$ cat config.mk
export PLATFORM = sky130hd
export DESIGN_NAME = motion_bus_master_flat
export DESIGN_NICKNAME = d
export VERILOG_FILES = /design/src/rtl/motion_bus_master_if.sv /design/src/rtl/motion_bus_master.sv /design/src/flat_wrapper.sv
export SDC_FILE = /design/constraint.sdc
export NUM_CORES = 1
export LEC_CHECK = 0
export CORE_AREA = 5 5 107 109
export CTS_BUF_LIST = sky130_fd_sc_hd__clkbuf_4
export DETAILED_ROUTE_END_ITERATION = 8
export DIE_AREA = 0 0 112 114
export GPL_ROUTABILITY_DRIVEN = 0
export GPL_TIMING_DRIVEN = 0
export PLACE_DENSITY = 0.66
export SYNTH_ARGS = -nofsm -noshare
export SYNTH_HDL_FRONTEND = slang
export SYNTH_SLANG_ARGS = --single-unit
$ cat constraint.sdc
create_clock -name clk -period 1.9 [get_ports clk]
set_input_delay 0.285 -clock clk [delete_from_list [all_inputs] [get_ports clk]]
set_output_delay 0.285 -clock clk [all_outputs]
set_load 0.05 [all_outputs]
$ cat src/rtl/motion_bus_master_if.sv
// rtl/motion_bus_master_if.sv - strobe/address/data bus between the sequencer and the motion peripheral
interface motion_bus_master_if;
  logic        cs;
  logic        rd;
  logic        wr;
  logic [3:0]  addr;
  logic [15:0] d_out;
  logic [15:0] d_in;

  modport master (
    output cs,
    output rd,
    output wr,
    output addr,
    output d_out,
    input  d_in
  );

  modport slave (
    input  cs,
    input  rd,
    input  wr,
    input  addr,
    input  d_out,
    output d_in
  );
endinterface

$ cat src/rtl/motion_bus_master.sv
// rtl/motion_bus_master.sv - seven-access update sequencer for the motion peripheral; optional SEQ_AUTOREPEAT_EN
module motion_bus_master #(
  parameter int IDLE_GAP      = 1,
  parameter int REPEAT_PERIOD = 1000
) (
  input  logic                       clk,
  input  logic                       rst,
  input  logic                       start,
  input  logic [1:0]                 ss_val,
  input  logic [15:0]                rv1,
  input  logic [15:0]                rv2,
  input  logic [15:0]                rh1,
  input  logic [15:0]                rh2,
  output logic                       busy,
  output logic                       done,
  output logic [1:0]                 theta,
  output logic [1:0]                 phi,
  motion_bus_master_if.master        bus
);

  typedef enum logic [1:0] {
    S_IDLE   = 2'd0,
    S_ACCESS = 2'd1,
    S_GAP    = 2'd2,
    S_DONE   = 2'd3
  } state_t;

  // GAP counts down from IDLE_GAP-1 to 0, so 0 marks its last cycle
  localparam logic [3:0] GAP_LOAD = 4'(IDLE_GAP - 1);

  state_t      r_state;
  state_t      w_next;
  logic [2:0]  r_k;
  logic [3:0]  r_gap_cnt;
  logic [1:0]  r_ss;
  logic [15:0] r_rv1;
  logic [15:0] r_rv2;
  logic [15:0] r_rh1;
  logic [15:0] r_rh2;
  logic        w_launch;
  logic        w_repeat_fire;

`ifdef SEQ_AUTOREPEAT_EN
  localparam int RW = (REPEAT_PERIOD < 2) ? 1 : $clog2(REPEAT_PERIOD + 1);

  logic [RW-1:0] r_rep_cnt;
  logic          r_rep_active;

  // countdown is armed by DONE and fires on the last idle cycle of the period
  assign w_repeat_fire = r_rep_active && (r_rep_cnt == RW'(1));

  // repeat countdown: load in DONE, count idle cycles, drop on any launch
  always_ff @(posedge clk) begin
    if (!rst) begin
      r_rep_active <= 1'b0;
      r_rep_cnt    <= '0;
    end else if (r_state == S_DONE) begin
      r_rep_active <= 1'b1;
      r_rep_cnt    <= RW'(REPEAT_PERIOD);
    end else if (r_state == S_IDLE && r_rep_active) begin
      if (w_launch) begin
        r_rep_active <= 1'b0;
      end else begin
        r_rep_cnt <= r_rep_cnt - RW'(1);
      end
    end
  end
`else
  assign w_repeat_fire = 1'b0;
`endif

  // a new sequence can only begin from IDLE; DONE and busy states ignore start
  assign w_launch = (r_state == S_IDLE) && (start || w_repeat_fire);

  // state, transaction index, gap counter, snapshot and status capture
  always_ff @(posedge clk) begin
    if (!rst) begin
      r_state   <= S_IDLE;
      r_k       <= 3'd0;
      r_gap_cnt <= 4'd0;
      r_ss      <= 2'd0;
      r_rv1     <= 16'd0;
      r_rv2     <= 16'd0;
      r_rh1     <= 16'd0;
      r_rh2     <= 16'd0;
      theta     <= 2'd0;
      phi       <= 2'd0;
    end else begin
      r_state <= w_next;
      if (w_launch) begin
        r_k   <= 3'd0;
        r_ss  <= ss_val;
        r_rv1 <= rv1;
        r_rv2 <= rv2;
        r_rh1 <= rh1;
        r_rh2 <= rh2;
      end
      if (r_state == S_ACCESS) begin
        if (r_k == 3'd5) begin
          theta <= bus.d_in[1:0];
        end
        if (r_k == 3'd6) begin
          phi <= bus.d_in[1:0];
        end
        r_gap_cnt <= GAP_LOAD;
      end else if (r_state == S_GAP) begin
        if (r_gap_cnt == 4'd0) begin
          r_k <= r_k + 3'd1;
        end else begin
          r_gap_cnt <= r_gap_cnt - 4'd1;
        end
      end
    end
  end

  // next state and bus/status decode; the bus is quiet outside ACCESS
  always_comb begin
    w_next    = r_state;
    busy      = 1'b0;
    done      = 1'b0;
    bus.cs    = 1'b0;
    bus.rd    = 1'b0;
    bus.wr    = 1'b0;
    bus.addr  = 4'd0;
    bus.d_out = 16'd0;
    case (r_state)
      S_IDLE: begin
        if (w_launch) begin
          w_next = S_ACCESS;
        end
      end
      S_ACCESS: begin
        busy     = 1'b1;
        bus.cs   = 1'b1;
        // transaction k lives at address 2*k (0x0..0xC)
        bus.addr = {r_k, 1'b0};
        case (r_k)
          3'd0: begin
            bus.wr    = 1'b1;
            bus.d_out = {14'd0, r_ss};
          end
          3'd1: begin
            bus.wr    = 1'b1;
            bus.d_out = r_rv1;
          end
          3'd2: begin
            bus.wr    = 1'b1;
            bus.d_out = r_rv2;
          end
          3'd3: begin
            bus.wr    = 1'b1;
            bus.d_out = r_rh1;
          end
          3'd4: begin
            bus.wr    = 1'b1;
            bus.d_out = r_rh2;
          end
          default: begin
            bus.rd = 1'b1;
          end
        endcase
        w_next = (r_k == 3'd6) ? S_DONE : S_GAP;
      end
      S_GAP: begin
        busy = 1'b1;
        if (r_gap_cnt == 4'd0) begin
          w_next = S_ACCESS;
        end
      end
      S_DONE: begin
        done   = 1'b1;
        w_next = S_IDLE;
      end
      default: begin
        w_next = S_IDLE;
      end
    endcase
  end

endmodule

$ cat src/flat_wrapper.sv
// flat-port wrapper written by rule: the top's interface ports become plain ports
module motion_bus_master_flat 
#(
  parameter int IDLE_GAP      = 1,
  parameter int REPEAT_PERIOD = 1000
)
  (clk, rst, start, ss_val, rv1, rv2, rh1, rh2, busy, done, theta, phi, bus_cs, bus_rd, bus_wr, bus_addr, bus_d_out, bus_d_in);
  motion_bus_master_if bus_i ();
  input  logic clk;
  input  logic rst;
  input  logic start;
  input  logic [1:0] ss_val;
  input  logic [15:0] rv1;
  input  logic [15:0] rv2;
  input  logic [15:0] rh1;
  input  logic [15:0] rh2;
  output logic busy;
  output logic done;
  output logic [1:0] theta;
  output logic [1:0] phi;
  output wire logic [$bits(bus_i.cs)-1:0] bus_cs;
  output wire logic [$bits(bus_i.rd)-1:0] bus_rd;
  output wire logic [$bits(bus_i.wr)-1:0] bus_wr;
  output wire logic [$bits(bus_i.addr)-1:0] bus_addr;
  output wire logic [$bits(bus_i.d_out)-1:0] bus_d_out;
  input wire logic [$bits(bus_i.d_in)-1:0] bus_d_in;
  assign bus_cs = bus_i.cs;
  assign bus_rd = bus_i.rd;
  assign bus_wr = bus_i.wr;
  assign bus_addr = bus_i.addr;
  assign bus_d_out = bus_i.d_out;
  assign bus_i.d_in = bus_d_in;
  motion_bus_master #(.IDLE_GAP(IDLE_GAP), .REPEAT_PERIOD(REPEAT_PERIOD)) u_core (.clk(clk), .rst(rst), .start(start), .ss_val(ss_val), .rv1(rv1), .rv2(rv2), .rh1(rh1), .rh2(rh2), .busy(busy), .done(done), .theta(theta), .phi(phi), .bus(bus_i));
endmodule
==> summary.md <==
| Metric | Value |
|---|---|
| Leak | `0.00202 uW` |
| Main combinational cell family by area after synthesis | `simple AND/OR/NAND/NOR gates` |
| Fill cell count | `998` |
| Post-Route Utilization | `53.4%` |
| Crit path max-delay cell type | `dfxtp_4` |
| Die area | `12800 um^2` |
| Multi-input gate area | `2160 um^2` |
| # clock sinks | `79` |
| XOR/XNOR Fraction of Synth Area | `0.248%` |
| Max-slew headroom | `60.5%` |
| MaxCap Viol Count | `0` |
| Sequential area share after synthesis | `44.7%` |
| WL/cell | `16.7 um` |
| Status | `complete, but fails checks` |
| WHS Path Cells | `3` |
| Total GRT Usage | `19.2%` |
| Final wirelength | `12200 um` |
| Share of layout cells above drive strength 1 | `21.7%` |
| CP top delay family | `buffers and inverters` |
| # rows | `38` |
| Area Overhead vs Synth | `58.6%` |
| Routed vias | `3755` |
| Port buffer count | `98` |
| Final Hold Fails | `0` |
| Dpl cells | `699` |
| Max FO, Critical Path | `5` |
| Final net count | `681` |
| Post-synth top area share | `44.7%` |
| First-pass GRT wire length | `19200 um` |
| Final HPWL DP | `9230 um` |
| Synth unique cells | `38` |
| Finished Layout Cells | `732` |
| Largest net degree at the start of global routing | `20` |
| Clock buffer depth | `2` |
| Initial antenna violation count | `1` |
| Synth Area in Simple Gates | `23.3%` |
| Worst vdd ir | `334 uV` |
| Pwr Density | `707 nW/um^2` |
| Gr ovfl total | `0` |
| R2R depth | `7` |
| Crit path largest cell delay | `0.42 ns` |
| R2r startpoint | `u_core.r_state[0]$_SDFFE_PN0P_` |
| Critical path class | `reg -> out` |
| Worst path depth | `8` |
| Synth Area in Compound Gates | `20.9%` |
| Multiplexer share of the synthesized area | `1.45%` |
| CP most frequent cell | `buf_6` |
| Post-Syn Area | `3540 um^2` |
| Hold Startpoint | `rh1[4]` |
| Setup violators final | `18` |
| Iter 0 DRT Violations | `257` |
| Worst-path cell chain | `inv_4 > ha_4 > or3_4 > a21oi_4 > buf_6 > buf_12 > a311oi_4 > buf_6` |
| Vias/cell | `5.13` |
| Clock transition at path regs | `0.13 ns` |
| Synth Instances | `461` |
| Fin crit share | `127%` |
| Final WS setup | `-0.518 ns` |
| DRC Markers | `0` |
| Kind of end point of the critical path | `primary output` |
| Worst hold path endpoint | `u_core.r_rh1[4]$_SDFFE_PN0P_` |
| Synth warn | `0` |
| Core ar. | `10500 um^2` |
| Root Driver | `clkbuf_4` |
| Min Tclk post-route | `2.42 ns` |
| Post-synth EDFFs | `0` |
| Die width | `112 um` |
| CTS Buf Count | `9` |
| Worst Skew | `0.0148 ns` |
| Worst Path Arrival | `2.13 ns` |
| TritonRoute pass-1 iters | `7` |
| Commonest register cell after synthesis | `dfxtp_1` |
| Initial Utilization | `33.7%` |
| Syn avg cell area | `7.68 um^2` |
| CTS tree | `yes` |
| Startpoint Class | `register` |
| Worst hold slack | `0.391 ns` |
| Asr flop ratio synth | `0%` |
| Cell taking the most area after synthesis | `dfxtp_1` |
| Die Ht | `114 um` |
| Post-synthesis sequential element count | `79` |
| RSZ-0062 raised after global routing | `true` |
| Fmax | `413 MHz` |
| Antenna-violating nets left | `0` |
| Failing checks | `negative setup slack` |
| Synth area leaders | `dfxtp_1 45%, nand2_1 14%, a21oi_1 10%, nand3_1 4.7%, a311oi_1 3.7%` |
| R2r endpoint | `u_core.r_rv2[0]$_SDFFE_PN0P_` |
| Slew Viols, Final | `0` |
| Syn Nets | `556` |
| Post-synthesis adder-cell area fraction | `3.54%` |
| Worst reg2reg setup slack | `0.17 ns` |
| Hold crit path type | `in -> reg` |
| Vias in the first global route | `3707` |
| Storage element area | `1600 um^2` |
| H-Tree Depth | `3` |
| Critical Path RT | `1.62 ns` |
| Worst skew pair latency | `0.43 ns` |
| Worst-margin pin slew | `0.593 ns` |
| Cts hold-fix bufs | `0` |
| Boundary Pins | `114` |
| CP Buf/Inv Count | `4` |
| Total chip power | `3970 uW` |
[cell usage after synthesis, types with 8 or more instances]
| cell | count |
|---|---|
| a311oi_1 | 15 |
| buf_2 | 8 |
| clkbuf_1 | 20 |
| a22oi_1 | 14 |
| nand3_1 | 33 |
| ha_1 | 10 |
| dfxtp_1 | 79 |
| buf_1 | 9 |
| a21oi_1 | 74 |
| nand2_1 | 135 |
| nor2_1 | 11 |
| inv_1 | 9 |
[flip-flops by register name, indices dropped and copies added, names as in the netlist]
| signal | flops |
|---|---|
| u_core.r_rv1 | 16 |
| u_core.r_k | 3 |
| u_core.phi | 2 |
| u_core.r_rh1 | 16 |
| u_core.r_state | 2 |
| u_core.theta | 2 |
| u_core.r_rh2 | 16 |
| u_core.r_ss | 2 |
| u_core.r_rv2 | 16 |
| u_core.r_gap_cnt | 4 |
[tightest hold or removal path, cell delays in order]
cell and delay, ns:
clkdlybuf4s50_1 0.40, nand2_1 0.05, a21oi_1 0.05
[cell usage in the layout (no fill, tap or decap), types with 2 or more instances in the layout]
cell type / Yosys / final
a21oi_1: 74 / 74
a222oi_1: 2 / 2
a22oi_1: 14 / 7
a22oi_2: 0 / 7
a311oi_4: 0 / 14
and2_1: 2 / 2
buf_1: 9 / 4
buf_12: 0 / 4
buf_2: 8 / 5
buf_4: 1 / 17
buf_6: 1 / 20
buf_8: 0 / 3
bufinv_16: 0 / 2
clkbuf_1: 20 / 11
clkbuf_16: 0 / 2
clkbuf_2: 0 / 5
clkbuf_4: 0 / 15
clkbuf_8: 0 / 2
clkdlybuf4s50_1: 0 / 71
clkinv_4: 0 / 2
dfxtp_1: 79 / 74
dfxtp_4: 0 / 4
dlymetal6s2s_1: 0 / 2
ha_1: 10 / 5
ha_4: 0 / 5
inv_1: 9 / 5
inv_4: 0 / 3
mux2i_1: 4 / 4
nand2_1: 135 / 135
nand3_1: 33 / 33
nor2_1: 11 / 5
nor2_2: 0 / 5
nor2b_1: 5 / 4
o211ai_1: 4 / 4
o21ai_0: 3 / 2
o31ai_1: 2 / 2
or3_1: 3 / 2
or4_1: 2 / 2
[cells by family (layout without fill, tap and decap cells)]
kind of cell	count (synthesis)	after routing
and+or+nand+nor	196	196
adders and majority gates	10	10
muxes	5	5
buffers and inverters	49	179
AOI/OAI and AO/OA	120	120
DFF	79	79
other	1	2
xor gates and xnor gates	1	1
[per-layer routing]
metal / vias up / global-route usage, % / share of wire [%]
met4: 0 / 8.09 / 3.0
met5: - / 0 / 0
li1: 1835 / - / -
met1: 1735 / 24.9 / 43
met3: 26 / 3.66 / 6.9
met2: 159 / 31.6 / 47
[power by group]
group	internal, uW	switching (uW)
Sequential	1780	87.4
Clock	567	593
Combinational	413	531
Total	2760	1210
[repair_timing]
item | in CTS | in global routing
resized for setup | 189 | 12
pin swaps | 13 | 3
gates cloned | 1 | 0
setup endpoints to repair | 37 | 62
buffers inserted | 17 | 2
[how the worst max path moves through the flow]
stage	slack, ns	from	endpoint
floorplan	-0.05	u_core.r_k[1]$_SDFF_PN0_	bus_d_out[10]
global placement	-0.88	u_core.r_k[1]$_SDFF_PN0_	bus_d_out[7]
global route	-0.60	u_core.r_k[0]$_SDFF_PN0_	bus_d_out[9]
CTS	-0.55	u_core.r_k[0]$_SDFF_PN0_	bus_d_out[8]
detailed placement	-0.92	u_core.r_k[1]$_SDFF_PN0_	bus_d_out[8]
finish	-0.52	u_core.r_k[0]$_SDFF_PN0_	bus_d_out[10]
[stage by stage]
stage	setup TNS, ns	worst slack [ns]	cell area (um^2)
floorplan	-0.519	-0.0517	3950
global placement	-17.42	-0.877	5110
detailed placement	-19.43	-0.922	5110
CTS	-8.64	-0.549	5610
global route	-9.62	-0.598	5610
finish	-8.24	-0.518	5610
[cell type report]
class                           instances  area share (%)
Multi-Input combinational cell        333            38.5
Sequential cell                        79            28.5
Timing Repair Buffer                  117            21.0
Buffer                                 36            4.93
Tap cell                              140            3.12
Clock buffer                           11            1.47
Clock inverter                          5            1.47
Inverter                               10           0.936
Antenna cell                            1          0.0446
No activity file was read; power rests on OpenSTA's default activity.
